**config.mk**
```make
export PLATFORM = sky130hd
export DESIGN_NAME = vr_wheel_gen
export DESIGN_NICKNAME = d
export VERILOG_FILES = /design/src/rtl/vr_wheel_gen.sv
export SDC_FILE = /design/constraint.sdc
export NUM_CORES = 1
export LEC_CHECK = 0
export BUFFER_PORTS_ARGS = -buffer_cell sky130_fd_sc_hd__buf_2
export CAP_MARGIN = 20
export CORE_ASPECT_RATIO = 0.8
export CORE_UTILIZATION = 66
export CTS_BUF_LIST = sky130_fd_sc_hd__clkbuf_8
export DETAILED_ROUTE_END_ITERATION = 7
export PLACE_DENSITY_LB_ADDON = 0.2
export SLEW_MARGIN = 20
export SYNTH_ARGS = -nofsm -noshare
export SYNTH_HDL_FRONTEND = slang
export SYNTH_SLANG_ARGS = --single-unit
```
**constraint.sdc**
```tcl
create_clock -name clk -period 8.95 [get_ports clk]
set_input_delay 0 -clock clk [delete_from_list [all_inputs] [get_ports clk]]
set_output_delay 0 -clock clk [all_outputs]
set_load 0.01 [all_outputs]
```
**src/rtl/vr_wheel_gen.sv**
```systemverilog
// rtl/vr_wheel_gen.sv - crank-wheel tooth pattern generator for the hwag vr_in input
// Generates a TOOTH_NUM-MISS_NUM wheel with a per-tooth period that is picked up at tooth boundaries.
module vr_wheel_gen #(
  parameter int TOOTH_NUM  = 60,
  parameter int MISS_NUM   = 2,
  parameter int PERIOD_W   = 24,
  parameter int PERIOD_RST = 1024
) (
  input  logic                         clk,
  input  logic                         rst,
  input  logic                         en,
  input  logic [PERIOD_W-1:0]          period_in,
  input  logic                         period_we,
  output logic                         vr_out,
  output logic [$clog2(TOOTH_NUM)-1:0] tooth_cnt,
  output logic                         tooth_pulse,
  output logic                         rev_pulse,
  output logic [PERIOD_W-1:0]          period_act
);

  localparam int TW = $clog2(TOOTH_NUM);
  localparam logic [TW-1:0]       LAST_TOOTH = TW'(TOOTH_NUM - 1);
  localparam logic [TW-1:0]       REAL_NUM   = TW'(TOOTH_NUM - MISS_NUM);
  localparam logic [PERIOD_W-1:0] P_RST      = PERIOD_W'(PERIOD_RST);
  localparam logic [PERIOD_W-1:0] P_MIN      = PERIOD_W'(2);

  typedef enum logic {IDLE, RUN} state_t;

  state_t              state;
  logic [PERIOD_W-1:0] shadow;
  logic [PERIOD_W-1:0] phase;

  logic [PERIOD_W-1:0] phase_inc;
  logic [PERIOD_W-1:0] half;
  logic                at_end;
  logic [TW-1:0]       next_tooth;
  logic                cur_real;
  logic                next_real;

  assign phase_inc  = phase + PERIOD_W'(1);
  assign half       = period_act >> 1;
  assign at_end     = (phase == period_act - PERIOD_W'(1));
  assign next_tooth = (tooth_cnt == LAST_TOOTH) ? '0 : tooth_cnt + TW'(1);
  assign cur_real   = (tooth_cnt < REAL_NUM);
  assign next_real  = (next_tooth < REAL_NUM);

  // Clamping to 2 keeps the high half of every real tooth at least one cycle long.
  always_ff @(posedge clk) begin
    if (rst)
      shadow <= P_RST;
    else if (period_we)
      shadow <= (period_in < P_MIN) ? P_MIN : period_in;
  end

  // Outputs are computed for the phase/tooth being entered, so they are all registered.
  always_ff @(posedge clk) begin
    if (rst) begin
      state       <= IDLE;
      phase       <= '0;
      tooth_cnt   <= '0;
      period_act  <= P_RST;
      vr_out      <= 1'b0;
      tooth_pulse <= 1'b0;
      rev_pulse   <= 1'b0;
    end else begin
      case (state)
        IDLE: begin
          phase     <= '0;
          tooth_cnt <= '0;
          if (en) begin
            state       <= RUN;
            period_act  <= shadow;
            vr_out      <= 1'b1;
            tooth_pulse <= 1'b1;
            rev_pulse   <= 1'b1;
          end else begin
            vr_out      <= 1'b0;
            tooth_pulse <= 1'b0;
            rev_pulse   <= 1'b0;
          end
        end
        RUN: begin
          if (!en) begin
            state       <= IDLE;
            phase       <= '0;
            tooth_cnt   <= '0;
            vr_out      <= 1'b0;
            tooth_pulse <= 1'b0;
            rev_pulse   <= 1'b0;
          end else if (at_end) begin
            phase       <= '0;
            tooth_cnt   <= next_tooth;
            period_act  <= shadow;
            vr_out      <= next_real;
            tooth_pulse <= next_real;
            rev_pulse   <= (next_tooth == '0);
          end else begin
            phase       <= phase_inc;
            vr_out      <= cur_real && (phase_inc < half);
            tooth_pulse <= 1'b0;
            rev_pulse   <= 1'b0;
          end
        end
        default: begin
          state       <= IDLE;
          phase       <= '0;
          tooth_cnt   <= '0;
          vr_out      <= 1'b0;
          tooth_pulse <= 1'b0;
          rev_pulse   <= 1'b0;
        end
      endcase
    end
  end

endmodule

```
-- Yosys cells after proc, flatten, opt, wreduce, memory -nomap -nowiden
Index checks and enable logic that the tools add are counted.
- bits in registers: 82
- output and inout port bits: 33
- logic and storage cells: 47
- input port bits: 28
- $add $sub $neg: 3
- multiplexer cells: 22
- reduce and logical (&&, ||, !) cells: 3
- bitwise logic cells: 1
- eq/ne operators: 6
- magnitude comparators: 4
- operator list (kind ; count):
    $mux 24 ; 6
    $pmux 24 s2 ; 2
    $add 24x1->24 const B ; 1
    $eq 24x24->1 ; 1
    $lt 24x2->1 const B ; 1
    $lt 24x23->1 ; 1
    $sub 24x1->24 const B ; 1
    $mux 6 ; 3
    $lt 6x6->1 const B ; 2
    $pmux 6 s2 ; 1
    $mux 1 ; 7
    $add 6x1->6 const B ; 1
    $eq 6x6->1 const B ; 1
    $logic_not 6->1 ; 1
    $pmux 1 s2 ; 3
    $ne 2x2->1 const B ; 2
    $ne 3x2->1 const B ; 1
    $reduce_and 3->1 ; 1
    $ne 2x1->1 const B ; 1
    $logic_and 1x1->1 ; 1
    $not 1->1 ; 1

-- Logic depth before layout (Yosys ltp)
Gate-level depths: netlist of the first run.
- depth in word-level cells: 6
- mapped depth: 13
- mapped depth without buffers: 13

-- Worst setup path after synthesis of the first run
Ideal clock, no wire load.
- path type: reg-to-reg
- start: register period_act[0]
- end: register period_act[18]
- clock period less this slack: 3.225 ns
- buffers on the path: 2
- setup slack: 5.725 ns
- data required time: 8.844 ns
- stages on the path, launching flop included: 12
- library setup time: 0.106 ns
- arrival time: 3.119 ns
- path through: dfxtp_1 -> inv_1 -> ha_1 -> or3b_2 -> clkbuf_1 -> nor4_4 -> nand4_1 -> mux2_2 -> or4_4 -> clkbuf_1 -> or4_1 -> o311ai_0
- cells in the longest elaborated chain, start to end: 4
- ends and longest elaborated chain (element ; line ; RTL):
    from (decl) ; 18 ; output logic [PERIOD_W-1:0] period_act
    from (signal assigned) ; 72 ; period_act <= shadow;
    from (signal assigned) ; 93 ; period_act <= shadow;
    $sub 24x1->24 ; 42 ; assign at_end = (phase == period_act - PERIOD_W'(1));
    $eq 24x24->1 ; 42 ;
    $ne 2x1->1 (no line) ; n/a ;
    $reduce_and 3->1 (no line) ; n/a ;
No other way between the ends.
A chain may end at the register's enable or synchronous reset.

-- Worst setup path in the final report of the first run
- start: register period_act[0]
- end: register period_act[12]
The elaborated chain is that of the path after synthesis.

==> out/qor.csv, run 1 <==
metric,value,unit
P_leak,2.42,nW
# diodes,0,
"Worst Path Class, Setup",register to register,
post_cts resized,0,
area post-placement,0.00560,sq mm
Fmax achieved,262,MHz
endpoints failing setup,0,
hold buffers post-CTS,24,
Yosys reg bits,82,
register area share after synthesis,30.7,%
largest net degree at the start of global routing,99,
Layout fillers,531,
Worst EP arrival,4040,ps
grt ovf,0,
hold slack,246,ps
Core ar.,0.00760,sq mm
initial antenna violation count,0,
met2 Usage GRT,59.8,%
die area,0.00846,sq mm
Worst slew margin,34.8,%
layout cell share with drive strength beyond 1,13.4,%
Worst Hold Class,input pin to register,
Tot Pwr,788,uW
GRT Total Usage,38.4,%
"Reg clk slew, reported paths",100,ps
mean post-synth cell area,8.09,sq um
# rows,28,
Post-Route Skew,12.4,ps
CP Capture Type,register,
met3 usage,8.33,%
Num Clock Sinks,82,
Die Y,82.5,um
DRC,0,
synth unique cells,57,
WHS Path Cells,3,
CP startpoint kind,register,
CTS Root Cell,clkbuf_8,
routed vias,5421,
GR peak layer,met2,
GP Congestion,0.988,
"Cell Area, Synth",0.00534,sq mm
GR Util met1,52.5,%
CTS tree,done,
RSZ-0062 raised after global routing,no,
dpl hpwl,10400,um
routed length per instance,19.3,um
first-pass GRT wire length,24600,um
vias in the first global route,4818,
"EDFF count, synth",0,
htree depth,3,
pwr/cell area,130,mW/mm^2
main flop type after synthesis,dfxtp_1,
pre-CTS setup slack,4850,ps
First-pass DRT Iterations,6,
final instance area,0.00606,sq mm
vias per cell,6.62,
"FFs w/ async S/R, synth",0,%
crit-path max FO,34,
antenna-violating nets left,0,
slew at the pin with the worst max-slew slack,976,ps
Longest Clk Path Bufs,2,
Setup TNS Final,0,ps
"Period Utilization, post-route",42.7,%
Initial DRC Count,601,
synth warn,0,
final hold viol count,0,
CTS Buf Count,9,
Max VDD drop,0.108,mV
max_cap viols,0,
nets@finish,763,
Initial Utilization,70.3,%
R2R cell count,11,
PnR worst setup slack,5130,ps
number of port buffers,60,
required time worst endpoint,9170,ps
Mapped Nets,714,
Final Slew Violations,0,
min Tclk post-route,3820,ps
Area Growth Syn to Fin,13.4,%
io pins,61,
worst skew pair latency,370,ps
status,completed,
final wirelength,15800,um
Multi-input gate area,0.00337,sq mm
Register Area,0.00164,sq mm
width of the die,103,um
Post-Syn Instances,660,
Post-CTS Setup Inserts,0,
[final timing paths]
check / startpoint / slack [ps] / end
setup reg to reg: period_act[0] / 5130 / period_act[12]
hold reg to reg: shadow[0] / 540 / shadow[0]
setup / recovery: period_act[0] / 5130 / period_act[12]
hold / removal: period_we / 250 / shadow[0]
[worst max-delay path: stages, from the launching register on]
cell	delay (ps)
dfxtp_1	390
inv_1	110
ha_1	210
nor3b_1	810
nand3_1	220
o21a_1	220
nor4_1	480
o2111ai_2	170
buf_4	270
nor2_4	390
buf_12	260
o311ai_1	130
[state kept, by name, summed over array words and instances, names as in the netlist]
| name | count |
|---|---|
| tooth_pulse | 1 |
| vr_out | 1 |
| shadow | 24 |
| state | 1 |
| rev_pulse | 1 |
| period_act | 24 |
| phase | 24 |
| tooth_cnt | 6 |
[per-layer routing]
metal / up-vias / wire length [um]
met5: - / 0
met4: 0 / 360
met3: 38 / 1560
met2: 303 / 7050
met1: 2539 / 6860
li1: 2541 / -
[synthesized netlist by cell type (all sizes together), types with 21 or more instances]
cell type,n,area [sq um]
dfxtp,82,1640
nand2,64,240
clkbuf,42,158
nor2,39,146
nor3,39,195
inv,31,116
xnor2,30,263
or4,29,225
a31oi,27,169
ha,26,325
nor3b,25,188
mux2i,24,240
o311ai,24,210
xor2,21,184
[kinds of logic after synthesis]
kind of cell             synth area share, %
buffers and inverters                   6.46
flip-flops                              30.7
XOR/XNOR                                8.36
AO/OA/AOI/OAI                           15.5
multiplexers                            4.71
AND/OR/NAND/NOR                         28.1
adder cells (fa/ha/maj)                 6.09
[cells in the final DEF, fill, tap and decap left out, types with 3 or more instances in the layout]
master         instances
a21o_1                 8
a21oi_1               19
a311oi_1               3
a31oi_1               27
and3_1                 8
and4_1                 3
buf_2                 60
buf_4                  6
clkbuf_8               9
dfxtp_1               82
dlygate4sd3_1         24
ha_1                  26
inv_1                 32
mux2i_1               24
nand2_1               64
nand3_1               20
nand4_1               10
nor2_1                38
nor3_1                39
nor3b_1               25
nor4_1                16
nor4_2                 3
o21ai_0               14
o311ai_0               8
o311ai_1              16
o31a_1                 3
or3_1                  4
or4_1                 27
xnor2_1               30
xor2_1                21
[final cells by class]
class | instances | share of cell area [%]
well taps | 105 | 2.17
clock inverters | 7 | 0.888
clock buffers | 9 | 2.05
multi-input cells | 493 | 55.6
repair buffers | 92 | 10.2
flip-flops and latches | 82 | 27.1
inverters | 31 | 1.92
[metrics by stage]
| step | cells | util [%] |
|---|---|---|
| floorplan | 660 | - |
| global placement | 777 | 73.7 |
| detailed placement | 777 | 73.7 |
| CTS | 817 | 79.2 |
| global route | 819 | 79.7 |
| finish | 819 | 79.7 |
[power by group]
group / internal [mW] / switching, mW / total, mW / leakage (nW)
clock: 0.103 / 0.147 / 0.250 / 0.0876
combinational: 0.0562 / 0.0880 / 0.144 / 1.66
sequential: 0.377 / 0.0173 / 0.394 / 0.668
total: 0.535 / 0.252 / 0.788 / 2.42
No activity file was read; power rests on OpenSTA's default activity.
==> run 2, diff against run 1 <==
--- a/config.mk
+++ b/config.mk
@@ -5,10 +5,11 @@
 export SDC_FILE = /design/constraint.sdc
 export NUM_CORES = 1
 export LEC_CHECK = 0
+export ABC_AREA = 1
 export BUFFER_PORTS_ARGS = -buffer_cell sky130_fd_sc_hd__buf_2
 export CAP_MARGIN = 20
 export CORE_ASPECT_RATIO = 0.8
-export CORE_UTILIZATION = 66
+export CORE_UTILIZATION = 55
 export CTS_BUF_LIST = sky130_fd_sc_hd__clkbuf_8
 export DETAILED_ROUTE_END_ITERATION = 7
 export PLACE_DENSITY_LB_ADDON = 0.2
==> constraint.sdc (replaced) <==
create_clock -name clk -period 3.2 [get_ports clk]
set_input_delay 0 -clock clk [delete_from_list [all_inputs] [get_ports clk]]
set_output_delay 0 -clock clk [all_outputs]
set_load 0.01 [all_outputs]
==> run 2 against run 1 <==
  * The run now ends with design-rule violations left
  * Clock skew is 5.5 ps lower
  * Die area is 22% higher
  * Non-clock buffer count is 1 lower
  * Sequential power grew to 2.8 times the previous value
  * Setup slack worse by 4800 ps
  * Register-to-register slack worse by 4800 ps
  * Routed wire length is 7.4% lower
  * Sequential cell count stayed put
  * Cell area is 4.3% higher
  * Area after synthesis is 1.9% higher
  * Sequential share of layout area is 1.1 points lower
  * Critical path type unchanged
  * Critical endpoint is now vr_out
==> out/qor.csv, run 2 <==
metric,value,unit,change
synth unique cells,39,,was 57
first-pass GRT wire length,23700,um,was 24600 um
"Cell Area, Synth",0.00544,sq mm,was 0.00534 sq mm
routed vias,5689,,was 5421
P_leak,3.19,nW,was 2.42 nW
status,"finished, violations left",,was completed
top flop regs,"period_act (24), phase (24), shadow (24)",,unchanged
vias per cell,5.38,,was 6.62
r2r setup slk,330,ps,was 5130 ps
Initial Utilization,56.7,%,was 70.3%
crit-path max FO,6,,was 34
vias in the first global route,5225,,was 4818
Longest Clk Path Bufs,2,,unchanged
"Worst Path Class, Setup",register to register,,unchanged
Worst Hold Class,input pin to register,,unchanged
width of the die,113,um,was 103 um
post-route insts no fill,1057,,was 819
post-synth top area share,30.2,%,was 30.7%
Worst EP arrival,3190,ps,was 4040 ps
Post-Syn Instances,857,,was 660
mean post-synth cell area,6.35,sq um,was 8.09 sq um
layout cell share with drive strength beyond 1,11.3,%,was 13.4%
Tot Pwr,2.52,mW,was 788 uW
most frequent cell on the critical path,nand2_1,,
Area Growth Syn to Fin,16.0,%,was 13.4%
largest net degree at the start of global routing,49,,was 99
Final Slew Violations,0,,unchanged
# diodes,0,,unchanged
GP Congestion,0.933,,was 0.988
most frequent cell after synthesis,nand2_1,,was dfxtp_1
switch share,31.6,%,was 32.0%
CTS Root Cell,clkbuf_8,,unchanged
synth warn,0,,unchanged
routed length per instance,13.9,um,was 19.3 um
required time worst endpoint,3510,ps,was 9170 ps
Post-Route Skew,6.85,ps,was 12.4 ps
Flop pwr share,44.6,%,was 50.0%
largest cells by area after synthesis,"dfxtp_1 (30%), nand2_1 (12%), inv_1 (10%)",,"was dfxtp_1 (31%), ha_1 (6.1%), xnor2_1 (4.9%)"
critical path cell sequence,ha_1 -> nand2_1 -> nor2_1 -> inv_1 -> nor2_2 -> nand3_1 -> nor2_1 -> nand2_2 -> nor3_4 -> nand2_1 -> xor2_2 -> inv_1 -> ha_1 -> a211oi_2 -> o221ai_1 -> nor2b_1 -> nand4_1 -> nand2_1,,was inv_1 -> ha_1 -> nor3b_1 -> nand3_1 -> o21a_1 -> nor4_1 -> o2111ai_2 -> buf_4 -> nor2_4 -> buf_12 -> o311ai_1
register area share after synthesis,30.2,%,was 30.7%
CTS Buf Count,9,,unchanged
worst stage delay on the critical path,400,ps,was 810 ps
worst skew pair latency,360,ps,was 370 ps
htree depth,3,,unchanged
Max VDD drop,0.208,mV,was 0.108 mV
Num Clock Sinks,82,,unchanged
violated checks,design-rule violations,,
Buf/Inv on CP,2,,was 3
"Slowest-stage cell, CP",dfxtp_2,,was nor3b_1
CP startpoint kind,register,,unchanged
pre-CTS setup slack,131,ps,was 4850 ps
Initial DRC Count,393,,was 601
"FFs w/ async S/R, synth",0,%,unchanged
"commonest non-fill, non-tap cell in the layout",nand2_1,,was dfxtp_1
antenna-violating nets left,0,,unchanged
number of port buffers,60,,unchanged
First-pass DRT Iterations,7,,was 6
"EDFF count, synth",0,,unchanged
Clk pwr share,34.9,%,was 31.7%
pwr/cell area,399,mW/mm^2,was 130 mW/mm^2
nets@finish,987,,was 763
Mapped Nets,911,,was 714
Psw,796,uW,was 252 uW
Setup TNS Final,0,ps,unchanged
GRT Total Usage,28.9,%,was 38.4%
slew at the pin with the worst max-slew slack,539,ps,was 976 ps
"area leader, netlist",dfxtp_1,,unchanged
most frequent cells after synthesis,"nand2_1 (181), inv_1 (150), nor2_1 (122)",,"was dfxtp_1 (82), nand2_1 (64), clkbuf_1 (42)"
Fmax achieved,348,MHz,was 262 MHz
min Tclk post-route,2870,ps,was 3820 ps
RSZ-0062 raised after global routing,no,,unchanged
"Reg clk slew, reported paths",90,ps,was 100 ps
PnR worst setup slack,328,ps,was 5130 ps
die area,0.0103,sq mm,was 0.00846 sq mm
Placed Cells,1016,,was 777
endpoints failing setup,0,,unchanged
final wirelength,14700,um,was 15800 um
"Period Utilization, post-route",89.7,%,was 42.7%
DRC,1,,was 0
power share of the combinational group,20.6,%,was 18.3%
dpl hpwl,10800,um,was 10400 um
most frequent cells in the layout,"nand2_1 (180), inv_1 (151), nor2_1 (121), dfxtp_1 (80), buf_2 (60)",,"was dfxtp_1 (82), nand2_1 (64), buf_2 (60), nor3_1 (39), nor2_1 (38)"
final hold viol count,0,,unchanged
CTS tree,done,,unchanged
main flop type after synthesis,dfxtp_1,,unchanged
max_cap viols,0,,unchanged
Yosys reg bits,82,,unchanged
io pins,61,,unchanged
Die Y,91.0,um,was 82.5 um
initial antenna violation count,0,,unchanged
# rows,32,,was 28
CP Capture Type,register,,unchanged
Worst slew margin,64.1,%,was 34.8%
largest delay contributor family on the critical path,simple AND/OR/NAND/NOR gates,,unchanged
grt ovf,0,,unchanged
Internal,1.73,mW,was 535 uW
Core ar.,0.00961,sq mm,was 0.00760 sq mm
[run 2: changes by cell type after synthesis, sizes merged, moves of 30 or more]
| cell | before | now |
|---|---|---|
| nand2 | 64 | 182 |
| clkbuf | 42 | 12 |
| a21oi | 19 | 57 |
| inv | 31 | 151 |
| nand3 | 20 | 61 |
| nor2 | 39 | 132 |
[run 2: worst paths after layout]
check            start           end  cells after the start
min reg2reg  shadow[2]     shadow[2]                      2
min                rst  tooth_cnt[5]                      2
max reg2reg   phase[0]        vr_out                     18
max           phase[0]        vr_out                     18
[run 2: final cells by class]
class	instances	area [sq um]
fillers	883	3290
multi-input cells	597	3130
flip-flops and latches	82	1640
repair buffers	91	596
inverters	152	571
well taps	119	149
clock buffers	10	138
clock inverters	6	88.8
[run 2: power groups by stage]
stage	combinational (mW)	sequential, mW	clock (mW)
2_1_floorplan	0.360	1.14	0
3_3_place_gp	0.466	1.15	0
3_5_place_dp	0.481	1.15	0
4_1_cts	0.508	1.12	0.891
5_1_grt	0.585	1.13	0.925
6_report	0.518	1.12	0.880
[run 2: what timing repair did]
| item | in CTS | in global routing |
|---|---|---|
| gates resized for setup | 0 | 9 |
| buffers inserted | 0 | 0 |
| endpoints found under the hold margin | 28 | 0 |
| hold buffers | 25 | 0 |
| endpoints found under the setup margin | 0 | 1 |
[run 2: kinds of logic (layout without fill, tap and decap cells)]
group / count (synthesis) / in the layout / share of synthesized area [%]
AO/OA/AOI/OAI: 103 / 103 / 10.7
XOR/XNOR: 35 / 35 / 5.63
adder cells (fa/ha/maj): 26 / 26 / 5.98
buffers and inverters: 178 / 259 / 12.9
flip-flops: 82 / 82 / 30.2
AND/OR/NAND/NOR: 433 / 433 / 34.6
[run 2: layer usage]
layer	part of all wire (%)	wire, um	vias up	GRT usage (%)
li1	-	-	2862	-
met1	45	6580	2596	35.8
met2	46	6810	196	49.2
met3	5.8	849	35	4.41
met4	2.9	426	0	13.3
met5	0	0	-	0
[run 2: per-stage QoR]
step / hold WS (ps) / utilization, % / cell area (sq um)
finish: 42.0 / 65.7 / 6320
global placement: 262 / 60.4 / 5800
floorplan: 152 / - / 5440
CTS: 27.5 / 65.4 / 6280
global route: 60.8 / 65.7 / 6320
detailed placement: 266 / 60.4 / 5800
==> run 3, diff against run 2 <==
--- a/config.mk
+++ b/config.mk
@@ -7,13 +7,13 @@
 export LEC_CHECK = 0
 export ABC_AREA = 1
 export BUFFER_PORTS_ARGS = -buffer_cell sky130_fd_sc_hd__buf_2
-export CAP_MARGIN = 20
+export CAP_MARGIN = 15
 export CORE_ASPECT_RATIO = 0.8
 export CORE_UTILIZATION = 55
 export CTS_BUF_LIST = sky130_fd_sc_hd__clkbuf_8
 export DETAILED_ROUTE_END_ITERATION = 7
-export PLACE_DENSITY_LB_ADDON = 0.2
-export SLEW_MARGIN = 20
+export PLACE_DENSITY = 0.79
+export SLEW_MARGIN = 15
 export SYNTH_ARGS = -nofsm -noshare
 export SYNTH_HDL_FRONTEND = slang
 export SYNTH_SLANG_ARGS = --single-unit
==> run 3 against run 2 <==
  * The run now ends clean
  * Non-clock buffer count decreased by 2
  * Total power increased by 2.3%
  * Hold slack got worse by 3.3 ps
  * Final cell count decreased by 0.19%
  * First-iteration DRC count decreased by 9.2%
  * Clock power increased by 7.0%
  * Die area unchanged
  * Fmax decreased by 0.40%
  * Register-to-register slack about the same
  * Clock skew increased by 1.6 ps
  * Critical path type unchanged
  * Largest cell class unchanged
==> out/qor.csv, run 3 (synthesis results as in run 2) <==
metric,value,unit,change
nets@finish,985,,was 987
CP Capture Type,register,,unchanged
Longest Clk Path Bufs,2,,unchanged
vias per cell,5.19,,was 5.38
largest net degree at the start of global routing,41,,was 49
io pins,61,,unchanged
critical path cell sequence,ha_1 -> nand2_1 -> nor2_1 -> inv_1 -> nor2_1 -> nand3_1 -> nor2_1 -> nand2_1 -> nor3_2 -> nand2_1 -> xor2_1 -> inv_1 -> ha_1 -> a211oi_1 -> o221ai_1 -> nor2b_1 -> nand4_1 -> nand2_1,,was ha_1 -> nand2_1 -> nor2_1 -> inv_1 -> nor2_2 -> nand3_1 -> nor2_1 -> nand2_2 -> nor3_4 -> nand2_1 -> xor2_2 -> inv_1 -> ha_1 -> a211oi_2 -> o221ai_1 -> nor2b_1 -> nand4_1 -> nand2_1
first-pass GRT wire length,23200,um,was 23700 um
most frequent cell on the critical path,nand2_1,,unchanged
# rows,32,,unchanged
top flop regs,"period_act (24), phase (24), shadow (24)",,unchanged
Tot Pwr,2.58,mW,was 2.52 mW
die area,0.0103,sq mm,unchanged
CP startpoint kind,register,,unchanged
CTS Root Cell,clkbuf_8,,unchanged
layout cell share with drive strength beyond 1,10.6,%,was 11.3%
routed vias,5480,,was 5689
htree depth,3,,unchanged
GP Congestion,0.913,,was 0.933
width of the die,113,um,unchanged
Num Clock Sinks,82,,unchanged
largest delay contributor family on the critical path,simple AND/OR/NAND/NOR gates,,unchanged
"Reg clk slew, reported paths",80,ps,was 90 ps
Initial Utilization,56.7,%,unchanged
final core occ,65.7,%,about the same
vias in the first global route,4789,,was 5225
CTS tree,done,,unchanged
RSZ-0062 raised after global routing,no,,unchanged
initial antenna violation count,0,,unchanged
Area Growth Syn to Fin,15.9,%,was 16.0%
Layout fillers,886,,was 883
worst stage delay on the critical path,370,ps,was 400 ps
"Period Utilization, post-route",90.1,%,was 89.7%
grt ovf,0,,unchanged
"Slowest-stage cell, CP",dfxtp_1,,was dfxtp_2
antenna-violating nets left,0,,unchanged
status,completed,,"was finished, violations left"
required time worst endpoint,3510,ps,about the same
"commonest non-fill, non-tap cell in the layout",nand2_1,,unchanged
# diodes,0,,unchanged
Post-Route Skew,8.47,ps,was 6.85 ps
crit-path max FO,4,,was 6
Worst Hold Class,input pin to register,,unchanged
endpoints failing setup,0,,unchanged
pwr/cell area,409,mW/mm^2,was 399 mW/mm^2
Final Slew Violations,0,,unchanged
Core ar.,0.00961,sq mm,unchanged
First-pass DRT Iterations,5,,was 7
met2 Usage GRT,43.6,%,was 49.2%
CTS Buf Count,9,,unchanged
slew at the pin with the worst max-slew slack,519,ps,was 539 ps
Fmax achieved,347,MHz,was 348 MHz
P_leak,3.17,nW,was 3.19 nW
"Worst Path Class, Setup",register to register,,unchanged
Post-CTS Setup Inserts,0,,unchanged
Setup TNS Final,0,ps,unchanged
worst skew pair latency,360,ps,about the same
GRT Total Usage,28.3,%,was 28.9%
Die Y,91.0,um,unchanged
final hold viol count,0,,unchanged
max_cap viols,0,,unchanged
min Tclk post-route,2880,ps,was 2870 ps
DRC,0,,was 1
final wirelength,14100,um,was 14700 um
Max VDD drop,0.276,mV,was 0.208 mV
Worst slew margin,65.4,%,was 64.1%
routed length per instance,13.3,um,was 13.9 um
dpl hpwl,10000,um,was 10800 um
Buf/Inv on CP,2,,unchanged
GR peak layer,met2,,unchanged
met3 usage,3.07,%,was 4.41%
number of port buffers,60,,unchanged
Worst EP arrival,3190,ps,about the same
Initial DRC Count,357,,was 393
GR Util met1,41.6,%,was 35.8%
most frequent cells in the layout,"nand2_1 (181), inv_1 (151), nor2_1 (122), dfxtp_1 (81), buf_2 (60)",,"was nand2_1 (180), inv_1 (151), nor2_1 (121), dfxtp_1 (80), buf_2 (60)"
==> run 3: area by class of cell <==
cell class / count / area [sq um] / area share [%]
well taps: 119 / 149 / 2.36
flip-flops and latches: 82 / 1640 / 26.0
clock inverters: 5 / 101 / 1.61
inverters: 152 / 571 / 9.04
multi-input cells: 597 / 3100 / 49.2
clock buffers: 11 / 151 / 2.40
repair buffers: 89 / 591 / 9.36
==> run 3: where the power goes <==
group | internal (mW) | total (mW) | switching (mW)
logic | 0.197 | 0.515 | 0.318
registers | 1.07 | 1.12 | 0.0569
clock network | 0.559 | 0.942 | 0.384
total | 1.82 | 2.58 | 0.759
==> run 3: what timing repair did <==
| item | 4_1_cts | 5_1_grt |
|---|---|---|
| setup endpoints to repair | 0 | 1 |
| endpoints found under the hold margin | 24 | 0 |
| gates resized for setup | 0 | 2 |
| hold buffers | 24 | 0 |
==> run 3: final timing paths <==
kind             from           end  slack [ps]  cells past startpoint
max          phase[1]        vr_out         320                     18
min               rst  tooth_cnt[3]          40                      2
max reg2reg  phase[1]        vr_out         320                     18
min reg2reg  phase[0]      phase[0]         460                      1
==> run 3: routing by layer <==
metal / routed length, um / part of all wire (%) / vias to the layer above
li1: - / - / 2865
met1: 7050 / 50 / 2423
met2: 6040 / 43 / 172
met3: 830 / 5.9 / 20
met4: 159 / 1.1 / 0
met5: 0 / 0 / -
==> run 3: per-stage QoR <==
step / cell area, sq um / hold WS, ps / setup slack, ps / instances
after floorplan: 5440 / 152 / 542 / 857
after global placement: 5810 / 265 / 327 / 1015
after detailed placement: 5810 / 272 / 210 / 1015
after CTS: 6300 / 37.4 / 172 / 1055
after global routing: 6310 / 52.4 / 30.4 / 1055
final: 6310 / 38.6 / 317 / 1055
